==> src/rtl/axi_handshake_throttle.sv <==
// Congestion injector for AXI valid/ready lanes: pass, random, periodic or block
// throttling per lane, with valid held until accepted and saturating stall counters.
module axi_handshake_throttle #(
  parameter int                NCH     = 5,
  parameter int                LFSR_W  = 16,
  parameter logic [LFSR_W-1:0] SEED    = 16'hACE1,
  parameter int                PROB_W  = 11,
  parameter int                CNT_W   = 16,
  parameter int                STALL_W = 32
) (
  input  logic                   clk,
  input  logic                   rst,
  input  logic [NCH-1:0]         s_valid,
  output logic [NCH-1:0]         s_ready,
  output logic [NCH-1:0]         m_valid,
  input  logic [NCH-1:0]         m_ready,
  input  logic [2*NCH-1:0]       cfg_mode,
  input  logic [PROB_W-1:0]      cfg_prob,
  input  logic [CNT_W-1:0]       cfg_on,
  input  logic [CNT_W-1:0]       cfg_off,
  input  logic                   stall_clr,
  output logic [STALL_W*NCH-1:0] stall_cnt
);

  typedef enum logic [1:0] {
    MODE_PASS     = 2'd0,
    MODE_RANDOM   = 2'd1,
    MODE_PERIODIC = 2'd2,
    MODE_BLOCK    = 2'd3
  } mode_e;

  typedef enum logic {
    PH_ON  = 1'b0,
    PH_OFF = 1'b1
  } phase_e;

  // Galois form of x^16+x^14+x^13+x^11+1
  localparam logic [LFSR_W-1:0] LFSR_TAPS = LFSR_W'(16'hB400);

  logic [CNT_W-1:0] on_last;
  logic [CNT_W-1:0] off_last;

  assign on_last  = (cfg_on == '0) ? '0 : cfg_on - CNT_W'(1);
  assign off_last = cfg_off - CNT_W'(1);

  for (genvar i = 0; i < NCH; i++) begin : g_lane
    localparam logic [LFSR_W-1:0] SEED_X    = SEED ^ LFSR_W'(i + 1);
    localparam logic [LFSR_W-1:0] LANE_SEED = (SEED_X == '0) ? LFSR_W'(1) : SEED_X;

    mode_e              mode;
    logic               gate;
    logic               allow_q, allow_d;
    logic               held_q;
    logic [LFSR_W-1:0]  lfsr_q, lfsr_d;
    phase_e             phase_q, phase_d;
    logic [CNT_W-1:0]   cnt_q, cnt_d;
    logic [STALL_W-1:0] stall_q;

    assign mode       = mode_e'(cfg_mode[2*i +: 2]);
    assign gate       = (mode == MODE_PASS) | allow_q | held_q;
    assign m_valid[i] = s_valid[i] & gate;
    assign s_ready[i] = m_ready[i] & gate;
    assign lfsr_d     = lfsr_q[0] ? ((lfsr_q >> 1) ^ LFSR_TAPS) : (lfsr_q >> 1);

    // NOTE: every output of this block gets a default first, so no path infers a latch.
    always_comb begin
      phase_d = phase_q;
      cnt_d   = cnt_q + CNT_W'(1);
      allow_d = 1'b0;
      if (mode != MODE_PERIODIC) begin
        // Parked at ON/0 so that entering periodic mode always starts a fresh on-phase.
        phase_d = PH_ON;
        cnt_d   = '0;
      end else begin
        unique case (phase_q)
          PH_ON: begin
            if (cnt_q >= on_last) begin
              cnt_d = '0;
              if (cfg_off != '0) phase_d = PH_OFF;
            end
          end
          PH_OFF: begin
            if (cfg_off == '0 || cnt_q >= off_last) begin
              cnt_d   = '0;
              phase_d = PH_ON;
            end
          end
        endcase
      end

      unique case (mode)
        MODE_PASS:     allow_d = 1'b1;
        MODE_RANDOM:   allow_d = PROB_W'(lfsr_q[9:0]) < cfg_prob;
        MODE_PERIODIC: allow_d = (phase_q == PH_ON);
        MODE_BLOCK:    allow_d = 1'b0;
      endcase
    end

    // NOTE: state registers use non-blocking assignments so every lane register samples
    // pre-edge values regardless of statement order.
    always_ff @(posedge clk) begin
      if (rst) begin
        allow_q <= 1'b0;
        held_q  <= 1'b0;
        lfsr_q  <= LANE_SEED;
        phase_q <= PH_ON;
        cnt_q   <= '0;
        stall_q <= '0;
      end else begin
        allow_q <= allow_d;
        // An offered but unaccepted beat keeps the gate open until it completes.
        held_q  <= m_valid[i] & ~m_ready[i];
        lfsr_q  <= lfsr_d;
        phase_q <= phase_d;
        cnt_q   <= cnt_d;
        if (stall_clr)
          stall_q <= '0;
        else if (s_valid[i] & ~s_ready[i] & ~(&stall_q))
          stall_q <= stall_q + STALL_W'(1);
      end
    end

    assign stall_cnt[STALL_W*i +: STALL_W] = stall_q;
  end

endmodule

==> config.mk <==
export PLATFORM = sky130hd
export DESIGN_NAME = axi_handshake_throttle
export DESIGN_NICKNAME = d
export VERILOG_FILES = /design/src/rtl/axi_handshake_throttle.sv
export SDC_FILE = /design/constraint.sdc
export NUM_CORES = 1
export LEC_CHECK = 0
export BUFFER_PORTS_ARGS = -buffer_cell sky130_fd_sc_hd__buf_2
export CAP_MARGIN = 10
export CORE_ASPECT_RATIO = 0.9
export CORE_UTILIZATION = 25
export DETAILED_ROUTE_END_ITERATION = 8
export PLACE_DENSITY = 0.41
export SYNTH_ARGS = -nofsm -noshare
export SYNTH_HDL_FRONTEND = slang
export SYNTH_SLANG_ARGS = --single-unit
==> constraint.sdc <==
create_clock -name clk -period 4.65 [get_ports clk]
set_input_delay 0.2325 -clock clk [delete_from_list [all_inputs] [get_ports clk]]
set_output_delay 0.2325 -clock clk [all_outputs]
set_load 0.02 [all_outputs]
==> out/metrics.yaml, run 1 <==
status:
  outcome: "complete, no violations"
timing:
  maxClockFrequency_mhz: 247.5
  fin_crit_ns: 4.041
  final-setup-viol-count: 0
  hold_viol_final: 0
  timing_max_transition_violations_final: 0
  max_slew.worst_pin.slew_ns: 1.264
  post-route-worst-setup-slack_ns: 0.6089
  holdWs_ns: 0.03212
  crit_share_post_route: 0.8691
  fin_tns_setup_ns: 0
  finClkSkew_ns: 0.03431
  setup_repair_after_global_routing_missed_its_margin: "no"
  slew_headroom: 0.1513
job:
  drv_cap: 0
synthesis:
  dominant_combinational_cell_family_by_area_after_synthesis: "simple AND/OR/NAND/NOR gates"
  ys_top_cells_by_count: "335 x dfxtp_1, 284 x nor2_1, 209 x ha_1, 134 x nand2_1, 134 x xnor2_1"
  top_post_synthesis_cells_by_area: "dfxtp_1 36%, ha_1 14%, xnor2_1 6.3%"
  synth.yosys.warnings: 0
  synth-adder-area-share: 0.1414
  post-synth-top-area-fraction: 0.3626
  ys_seq_area_frac: 0.3626
  postSynthRegisterBits: 335
  avgSynthCellArea_um2: 8.778
  syn-cell-area_um2: 18500
  compound_gate_portion_of_the_synthesized_area: 0.1099
  predominant_post_synthesis_flop_cell: "dfxtp_1"
  cell_count_after_synthesis: 2107
  synth.most_common_cell: "dfxtp_1"
  post_synth_edffs: 0
  xor_xnor_fraction_of_synth_area: 0.1151
  synthMuxAreaShare: 0.0005412
  synth_async_sr_flop_share: 0
  yosys.cell_types.count: 68
  yosysTopAreaCell: "dfxtp_1"
  syn-num-nets: 2382
  synth_area_in_simple_gates: 0.2458
die:
  cell_row_count: 94
  fp.coreArea_um2: 73160
  num_io_pins: 236
  start_util: 0.2528
  chipHeight_um: 260.0
  floorplan.die_area_um2: 75070
  floorplan.die.width_um: 288.7
detailed_routing:
  routed-via-count: 16060
  route.met3.wl_um: 3164
  drt_iter0_drc: 767
  highest_metal_used: "met5"
  drcViolationCount: 0
  detailedRoute.firstPassIterationCount: 5
  route.layer.met1.wl_um: 28000
  route.met2.wl_um: 24620
  vias_per_cell: 4.747
  route.antenna.remaining_nets: 0
  wl_per_cell_um: 17.05
  final_routed_wirelength_across_all_metal_layers_um: 57690
power_and_ir_drop:
  total_leakage_power_uw: 0.009254
  p_seq_frac: 0.435
  pwr-share-comb: 0.080
  switching_share: 0.2528
  ratio_of_total_power_to_cell_area_nw_per_um2: 302.4
  internal_power_uw: 5090
  total_switching_power_uw: 1722
  ir_worst_vdd_mv: 0.2255
  power.clock.fraction: 0.485
clock_network:
  clockRootBuffer: "clkbuf_16"
  clk-insertion-delay-late_ns: 0.59
  ctsLongestPathBuffers: 3
  clk_pin_slew_worst_paths_ns: 0.06
  cts_resizes: 0
  h_tree_depth: 2
  setup_fix_buffers_added_after_clock_tree_synthesis: 0
  cts_tree: "yes"
  cts_buffers: 42
  cts.hold.buffers_added: 14
  clock_sinks: 335
worst_setup_path:
  critical_path_cell_count: 14
  timing.critical_path.required_ns: 5.05
  crit_path_cell_trace: "buf_2, or4_1, nor2b_1, or3b_2, nor2_1, nand2_1, xor2_1, ha_1, nand3_1, o22ai_1, nor4_1, a32o_1, o21ai_1, nor2_1"
  r2r-end: "g_lane[0].stall_q[26]"
  cpLargestDelayFamily: "simple AND/OR/NAND/NOR gates"
  crit_path_start_kind: "input pin"
  crit_path_max_fanout: 16
  rr_worst_depth: 7
  critical_path_class: "in2reg"
  critical_path_buffers_and_inverters: 1
  rrSetupSlack_ns: 1.74
  cp-startpoint: "cfg_off[5]"
  crit_path_max_incr_delay_ns: 0.84
  cp_slowest_cell: "o21ai_1"
  worstPathArrival_ns: 4.44
  reg2reg_from: "g_lane[0].stall_q[3]"
  worstSetupEndpoint: "g_lane[2].cnt_q[9]"
  crit_top_cell: "nor2_1"
  setup.worst_path.end_class: "flop"
finish:
  layout.filler_cells: 7726
  final-seq-area_um2: 6706
  layout-area-overhead-vs-synth_pct: 21.82
  layout.cell_area.non_filler_um2: 22530
  drive_above_1_share: 0.1627
  multi_input_combinational_cell_area_um2: 11330
  nNetsFinal: 2665
placed_design:
  routabilityCongestion: 0.8502
  detailedPlace.worstSlack_ns: 0.07500
  dpl-instance-area_um2: 20960
  dp.final_hpwl_um: 43940
  place.port_buffers: 235
global_route:
  grt_start_max_net_pins: 74
  number_of_antenna_violations_at_the_first_check_in_global_routing: 8
  grt_overflow_total: 0
  grt_first_pass_wirelength_um: 89010
  grt_pass1_vias: 15330
  gr-usage-all-layers: 0.1516
hold_path:
  min_delay_path_class: "in2reg"
-- state kept, by name, indices dropped and copies added (netlist names) --
| name | flops |
|---|---|
| g_lane.lfsr_q | 80 |
| g_lane.cnt_q | 80 |
| g_lane.held_q | 5 |
| g_lane.stall_q | 160 |
| g_lane.allow_q | 5 |
| g_lane.phase_q | 5 |
-- per-layer routing --
metal,up-vias,track usage
met5,-,0
met3,107,0.02833
met1,7538,0.2116
met4,12,0.05175
li1,8049,-
met2,353,0.2323
-- cells in the final DEF (no fill, tap or decap), types with 10 or more instances in the layout --
master,instances
a211oi_1,11
a21o_1,36
a21oi_1,75
a221o_1,11
and2_1,13
and3_1,30
and4_1,23
buf_2,234
buf_4,39
clkbuf_16,42
dfxtp_1,335
dlygate4sd3_1,14
ha_1,209
inv_1,69
nand2_1,134
nand2b_1,28
nand3_1,94
nand4_1,62
nor2_1,284
nor2b_1,41
nor3_1,62
nor3b_1,11
nor4_1,23
o211ai_1,15
o21a_1,17
o21ai_0,50
o31ai_1,10
or2_2,39
or3_1,33
xnor2_1,134
xor2_1,109
-- worst min-delay path by stage --
stage | startpoint | slack, ns | to | cells after the start
after floorplan | m_ready[0] | 0.31 | g_lane[0].held_q | 1
after global placement | g_lane[1].lfsr_q[12] | 0.39 | g_lane[1].lfsr_q[11] | 1
after detailed placement | g_lane[2].lfsr_q[12] | 0.40 | g_lane[2].lfsr_q[11] | 1
after CTS | cfg_mode[0] | 0.005 | g_lane[0].cnt_q[2] | 4
after global routing | rst | 0.07 | g_lane[2].lfsr_q[14] | 2
final | cfg_mode[0] | 0.03 | g_lane[0].cnt_q[2] | 4
-- power groups by stage --
stage          sequential (uW)  clock (uW)  combinational (uW)
6_report                  2960        3300                 545
5_1_grt                   2970        3580                 615
4_1_cts                   2960        3460                 555
3_5_place_dp              3030           0                 541
3_3_place_gp              3020           0                 531
2_1_floorplan             3020           0                 316
-- logic make-up (layout without fill, tap and decap cells) --
group / after synthesis / count (layout)
XOR/XNOR: 243 / 243
buffers and inverters: 118 / 433
flip-flops: 335 / 335
multiplexers: 1 / 1
AO/OA/AOI/OAI: 297 / 297
adder cells (fa/ha/maj): 209 / 209
AND/OR/NAND/NOR: 904 / 904
other: 0 / 1
-- through the flow --
step / utilization / power, uW / std cells
2_1_floorplan: - / 3335 / 2107
5_1_grt: 0.3080 / 7159 / 3383
4_1_cts: 0.3079 / 6974 / 3381
3_3_place_gp: 0.2866 / 3556 / 3291
6_report: 0.3080 / 6813 / 3383
3_5_place_dp: 0.2866 / 3567 / 3291
-- worst min-delay path, cell delays in order --
cell      delay [ns]
buf_2           0.12
nor2_1          0.07
nand2_1         0.08
a211oi_1        0.05
-- cell type report --
cell class,instances,share of cell area
antenna,1,0.0001111
clock buffer,57,0.05315
clock inverter,19,0.009829
inverter,69,0.01150
multi-input combinational,1654,0.5030
sequential,335,0.2977
tap,960,0.05331
timing repair buffer,288,0.07142
Power figures use the tool's default switching activity.
==> run 2, diff against run 1 <==
==> constraint.sdc (replaced) <==
create_clock -name clk -period 4.65 [get_ports clk]
set_input_delay 0.465 -clock clk [delete_from_list [all_inputs] [get_ports clk]]
set_output_delay 0.465 -clock clk [all_outputs]
set_load 0.02 [all_outputs]
==> run 2 against run 1 <==
Critical path depth up 1; total power grew 1.6%; final cell count decreased by 0.38%; sequential power barely moved; via count decreased by 0.51%; count of clock-buffer cells in the layout increased by 1; sequential cell count did not move; register-to-register slack worse by 0.09 ns; worst hold slack gained 0.048 ns; clock skew down 0.0020 ns; setup slack got worse by 0.0069 ns; first-iteration DRC count shrank 6.6%; critical path type unchanged; largest cell class unchanged.
==> out/metrics.yaml, run 2 (same netlist as run 1, synthesis figures left out) <==
detailed_routing:
  final_routed_wirelength_across_all_metal_layers_um: 58390
  drcViolationCount: 0
  wl_per_cell_um: 17.33
  vias_per_cell: 4.741
  route.antenna.remaining_nets: 0
  drt_iter0_drc: 716
  routed-via-count: 15980
  detailedRoute.firstPassIterationCount: 5
clock_network:
  clk-insertion-delay-late_ns: 0.59
  clockRootBuffer: "clkbuf_16"
  clock_sinks: 335
  clk_pin_slew_worst_paths_ns: 0.05
  setup_fix_buffers_added_after_clock_tree_synthesis: 0
  cts.hold.buffers_added: 1
  ctsLongestPathBuffers: 3
  cts_buffers: 42
  cts_tree: "yes"
  h_tree_depth: 2
  cts_resizes: 0
power_and_ir_drop:
  post-layout-total-power_uw: 6923
  ratio_of_total_power_to_cell_area_nw_per_um2: 308.9
  total_leakage_power_uw: 0.009211
  ir_worst_vdd_mv: 0.2699
timing:
  fin_tns_setup_ns: 0
  max_slew.worst_pin.slew_ns: 1.048
  final-setup-viol-count: 0
  finClkSkew_ns: 0.03227
  timing_max_transition_violations_final: 0
  crit_share_post_route: 0.8705
  hold_viol_final: 0
  post-route-worst-setup-slack_ns: 0.6020
  setup_repair_after_global_routing_missed_its_margin: "no"
  maxClockFrequency_mhz: 247.0
  fin_crit_ns: 4.048
  slew_headroom: 0.2977
worst_setup_path:
  crit_path_max_fanout: 15
  crit_path_max_incr_delay_ns: 0.58
  worstPathArrival_ns: 4.55
  crit_path_start_kind: "input pin"
  cp-startpoint: "cfg_on[9]"
  timing.critical_path.required_ns: 5.15
  critical_path_class: "in2reg"
  crit_path_cell_trace: "buf_2, or4_1, or3_1, or3_1, buf_4, nand2_1, ha_1, nand4_1, nor2_1, a2111oi_0, o211ai_1, a221oi_1, nand2_1, buf_4, a21boi_0"
  reg2reg_from: "g_lane[2].allow_q"
  setup.worst_path.end_class: "flop"
  cp_slowest_cell: "a2111oi_0"
placed_design:
  dp_cells: 3288
  dp.final_hpwl_um: 44540
  routabilityCongestion: 0.8311
  place.port_buffers: 235
  detailedPlace.worstSlack_ns: 0.07138
finish:
  layout_common_cells: "335 x dfxtp_1, 284 x nor2_1, 234 x buf_2"
  nNetsFinal: 2649
  biggestRegsByFlops: "g_lane.stall_q x160, g_lane.cnt_q x80, g_lane.lfsr_q x80"
  layout.cells.most_common: "dfxtp_1"
  drive_above_1_share: 0.1632
  layout.filler_cells: 7715
  max_flop_register: "g_lane.stall_q"
  final-instance-count-excl-fill: 3370
  number_of_flip_flops_in_the_largest_register: 160
  layout-area-overhead-vs-synth_pct: 21.19
global_route:
  gr-usage-all-layers: 0.1522
  grt_pass1_vias: 15080
  grt_start_max_net_pins: 79
  grt_first_pass_wirelength_um: 88750
  number_of_antenna_violations_at_the_first_check_in_global_routing: 8
  grt_overflow_total: 0
die:
  cell_row_count: 94
  fp.coreArea_um2: 73160
  floorplan.die.width_um: 288.7
  chipHeight_um: 260.0
  floorplan.die_area_um2: 75070
  start_util: 0.2528
  num_io_pins: 236
hold_path:
  min_delay_path_class: "in2reg"
  hp-start: "m_ready[4]"
job:
  drv_cap: 0
status:
  outcome: "complete, no violations"
[run 2: worst max-delay path: cells and delay by family]
kind	cells	cell delay [ns]
AOI/OAI and AO/OA	4	1.43
buffers and inverters	3	0.57
adders and majority gates	1	0.24
and+or+nand+nor	7	1.84
[run 2: per-stage QoR]
step | utilization | hold slack [ns] | instance area (um^2)
6_report | 0.3064 | 0.08024 | 22410
5_1_grt | 0.3064 | 0.04582 | 22410
4_1_cts | 0.3063 | 0.04580 | 22400
3_5_place_dp | 0.2863 | 0.3957 | 20950
3_3_place_gp | 0.2863 | 0.3972 | 20950
2_1_floorplan | - | 0.3895 | 18500
[run 2: power breakdown]
part | internal [uW] | switching (uW) | total [uW]
Sequential | 2930 | 34.2 | 2960
Clock | 2050 | 1380 | 3430
Combinational | 209 | 325 | 534
Total | 5190 | 1740 | 6920
[run 2: final cells by class]
cell class / count / area, um^2 / area share
Timing Repair Buffer: 272 / 1456 / 0.06498
Sequential cell: 335 / 6706 / 0.2992
Antenna cell: 2 / 5.005 / 0.0002233
Clock buffer: 58 / 1201 / 0.05359
Multi-Input combinational cell: 1654 / 11340 / 0.5059
Inverter: 69 / 259.0 / 0.01156
Tap cell: 960 / 1201 / 0.05359
Clock inverter: 20 / 246.5 / 0.01100
[run 2: final timing paths]
kind	slack (ns)	to	cells after the start
max reg2reg	1.65	g_lane[2].stall_q[11]	6
min	0.08	g_lane[4].held_q	2
max	0.60	g_lane[0].cnt_q[1]	15
min reg2reg	0.41	g_lane[2].lfsr_q[11]	1
[run 2: layer usage]
metal,vias to the layer above,wire length (um),GRT usage
met5,-,46,0
met4,8,1520,0.04430
met3,84,3608,0.03684
met2,365,25090,0.2332
met1,7506,28120,0.2100
li1,8014,-,-
==> run 3, diff against run 2 <==
ABC_AREA = 1   (was default)
==> run 3 against run 2 <==
First-iteration DRC count is 36% higher; combinational power grew 9.4%; clock power grew 4%; sequential share of layout area decreased by 2.8 points; non-clock buffer count fell by 11; synthesized cell count increased by 40%; critical path depth decreased by 1; via count is 22% higher; maximum frequency rose by 23%; sequential cell count is the same; global-route usage rose by 0.84 points; final cell count up 27%; critical path type unchanged; largest power group unchanged; highest routed layer unchanged.
==> out/metrics.yaml, run 3 <==
clock_network:
  cts_buffers: 44
  clock_sinks: 335
  cts_tree: "yes"
  h_tree_depth: 2
  setup_fix_buffers_added_after_clock_tree_synthesis: 0
  clk-insertion-delay-late_ns: 0.60
  clk_pin_slew_worst_paths_ns: 0.06
  ctsLongestPathBuffers: 3
  clockRootBuffer: "clkbuf_16"
  cts_resizes: 0
die:
  floorplan.die.width_um: 305.7
  chipHeight_um: 275.3
  cell_row_count: 99
  fp.coreArea_um2: 81630
  num_io_pins: 236
  start_util: 0.2541
  floorplan.die_area_um2: 84140
power_and_ir_drop:
  ratio_of_total_power_to_cell_area_nw_per_um2: 288.2
  total_leakage_power_uw: 0.01056
  post-layout-total-power_uw: 7117
  ir_worst_vdd_mv: 0.1950
  total_switching_power_uw: 1803
  internal_power_uw: 5314
  power.clock.fraction: 0.502
  switching_share: 0.2533
  pwr-share-comb: 0.082
  p_seq_frac: 0.416
global_route:
  grt_first_pass_wirelength_um: 106700
  grt_start_max_net_pins: 97
  use_met3: 0.02388
  grt_pass1_vias: 18370
  gr-usage-all-layers: 0.1606
  grt-busiest-layer: "met2"
  use_met2: 0.2513
  grt_util_met1: 0.2272
  number_of_antenna_violations_at_the_first_check_in_global_routing: 2
  grt_overflow_total: 0
timing:
  max_slew.worst_pin.slew_ns: 1.064
  hold_viol_final: 0
  final-setup-viol-count: 0
  timing_max_transition_violations_final: 0
  crit_share_post_route: 0.7075
  maxClockFrequency_mhz: 304.0
  slew_headroom: 0.2905
  setup_repair_after_global_routing_missed_its_margin: "no"
  fin_crit_ns: 3.290
  finClkSkew_ns: 0.03404
  fin_tns_setup_ns: 0
synthesis:
  postSynthRegisterBits: 335
  yosysTopAreaCell: "dfxtp_1"
  synth_async_sr_flop_share: 0
  ys_seq_area_frac: 0.3233
  syn-num-nets: 3221
  synth.yosys.warnings: 0
  yosys.cell_types.count: 56
  ys_top_cells_by_count: "586 x nand2_1, 378 x inv_1, 338 x nor2_1, 335 x dfxtp_1, 237 x a21oi_1"
  top_post_synthesis_cells_by_area: "dfxtp_1 32%, ha_1 13%, nand2_1 11%"
  predominant_post_synthesis_flop_cell: "dfxtp_1"
  post_synth_edffs: 0
  syn-cell-area_um2: 20750
  post-synth-top-area-fraction: 0.3233
  cell_count_after_synthesis: 2946
  avgSynthCellArea_um2: 7.042
  synth.most_common_cell: "nand2_1"
finish:
  layout.cell_area.non_filler_um2: 24690
  layout.filler_cells: 8948
  number_of_flip_flops_in_the_largest_register: 160
  layout-area-overhead-vs-synth_pct: 19.02
  max_flop_register: "g_lane.stall_q"
  layout_common_cells: "586 x nand2_1, 378 x inv_1, 337 x nor2_1"
  layout.cells.most_common: "nand2_1"
  biggestRegsByFlops: "g_lane.stall_q x160, g_lane.cnt_q x80, g_lane.lfsr_q x80"
  nNetsFinal: 3475
  drive_above_1_share: 0.1452
  final-instance-count-excl-fill: 4290
detailed_routing:
  drcViolationCount: 0
  route.antenna.remaining_nets: 0
  final_routed_wirelength_across_all_metal_layers_um: 68400
  detailedRoute.firstPassIterationCount: 5
  drt_iter0_drc: 977
  vias_per_cell: 4.553
  routed-via-count: 19530
  wl_per_cell_um: 15.94
placed_design:
  place.port_buffers: 235
  dp_cells: 4213
  routabilityCongestion: 0.8314
  dpl-instance-area_um2: 23190
  dp.final_hpwl_um: 51640
worst_setup_path:
  worstPathArrival_ns: 3.79
  critical_path_class: "in2reg"
  timing.critical_path.required_ns: 5.15
  setup.worst_path.end_class: "flop"
  crit_path_max_fanout: 17
  crit_path_start_kind: "input pin"
status:
  outcome: "complete, no violations"
hold_path:
  min_delay_path_class: "in2reg"
job:
  drv_cap: 0
-- run 3: changes by cell type after synthesis, moves of 29 or more --
cell	change
nand2_1	+452
inv_1	+309
a21oi_1	+162
xnor2_1	-111
o21ai_0	+85
nand3_1	+62
xor2_1	-62
nor2_1	+54
a21oi_2	+48
nor2b_1	-41
nor3_1	+39
a21o_1	-35
or3_1	-33
and3_1	-29
-- run 3: area by class of cell --
type | instances | area [um^2] | area share
clock inverter | 15 | 259.0 | 0.01049
multi-input combinational | 2166 | 12320 | 0.4989
sequential | 335 | 6706 | 0.2716
timing repair buffer | 261 | 1376 | 0.05574
tap | 1060 | 1326 | 0.05371
inverter | 392 | 1471 | 0.05959
clock buffer | 60 | 1232 | 0.04991
antenna | 1 | 2.502 | 0.0001013
-- run 3: metrics by stage --
step / utilization / hold WS (ns) / setup slack (ns)
after floorplan: - / 0.3883 / 1.544
after global placement: 0.2841 / 0.3913 / 0.8338
after detailed placement: 0.2841 / 0.3945 / 0.8041
after CTS: 0.3025 / 0.01403 / 1.418
after global routing: 0.3025 / 0.03700 / 1.188
final: 0.3025 / 0.05390 / 1.360
-- run 3: per-layer routing --
layer	wire [um]	part of all wire
met5	24	0.00035
met4	1738	0.025
met3	3229	0.047
met2	29250	0.43
met1	34160	0.50
-- run 3: worst max-delay path: stages --
cell     delay (ns)
buf_2          0.09
inv_1          0.27
nand2_2        0.17
nor2_8         0.16
nand3_4        0.14
nor2_1         0.17
nand4_1        0.11
xor2_1         0.58
ha_1           0.37
nand2_1        0.06
nand2_1        0.04
nor4_1         0.62
nand2_4        0.31
a21oi_1        0.20
-- run 3: power by group through the flow --
stage          Combinational, uW  Clock (uW)  Sequential, uW
2_1_floorplan                367           0            3020
3_3_place_gp                 593           0            3020
3_5_place_dp                 593           0            3020
4_1_cts                      596        3720            2960
5_1_grt                      671        3840            2970
6_report                     584        3570            2960
-- run 3: worst paths after layout --
check                        from                     to  slack, ns  depth (start not counted)
min                    m_ready[3]       g_lane[3].held_q       0.05                          2
min reg2reg  g_lane[1].lfsr_q[15]   g_lane[1].lfsr_q[14]       0.39                          2
max reg2reg     g_lane[4].allow_q  g_lane[4].stall_q[27]       2.04                         10
max                    cfg_off[0]     g_lane[0].cnt_q[4]       1.36                         14
-- run 3: kinds of logic (layout without fill, tap and decap cells) --
kind of cell    count (synthesis)  after routing  share of synthesized area
flops                         335            335                     0.3233
simple gates                 1394           1394                     0.3000
fa+ha+maj                     209            209                     0.1260
other cells                     0              1                          0
buf+inv                       445            728                    0.08407
xor+xnor                       70             70                    0.02955
compound gates                493            493                     0.1371
-- run 3: repair_timing --
item,in CTS,in global routing
hold buffers,1,0
endpoints found under the setup margin,0,0
endpoints found under the hold margin,1,0
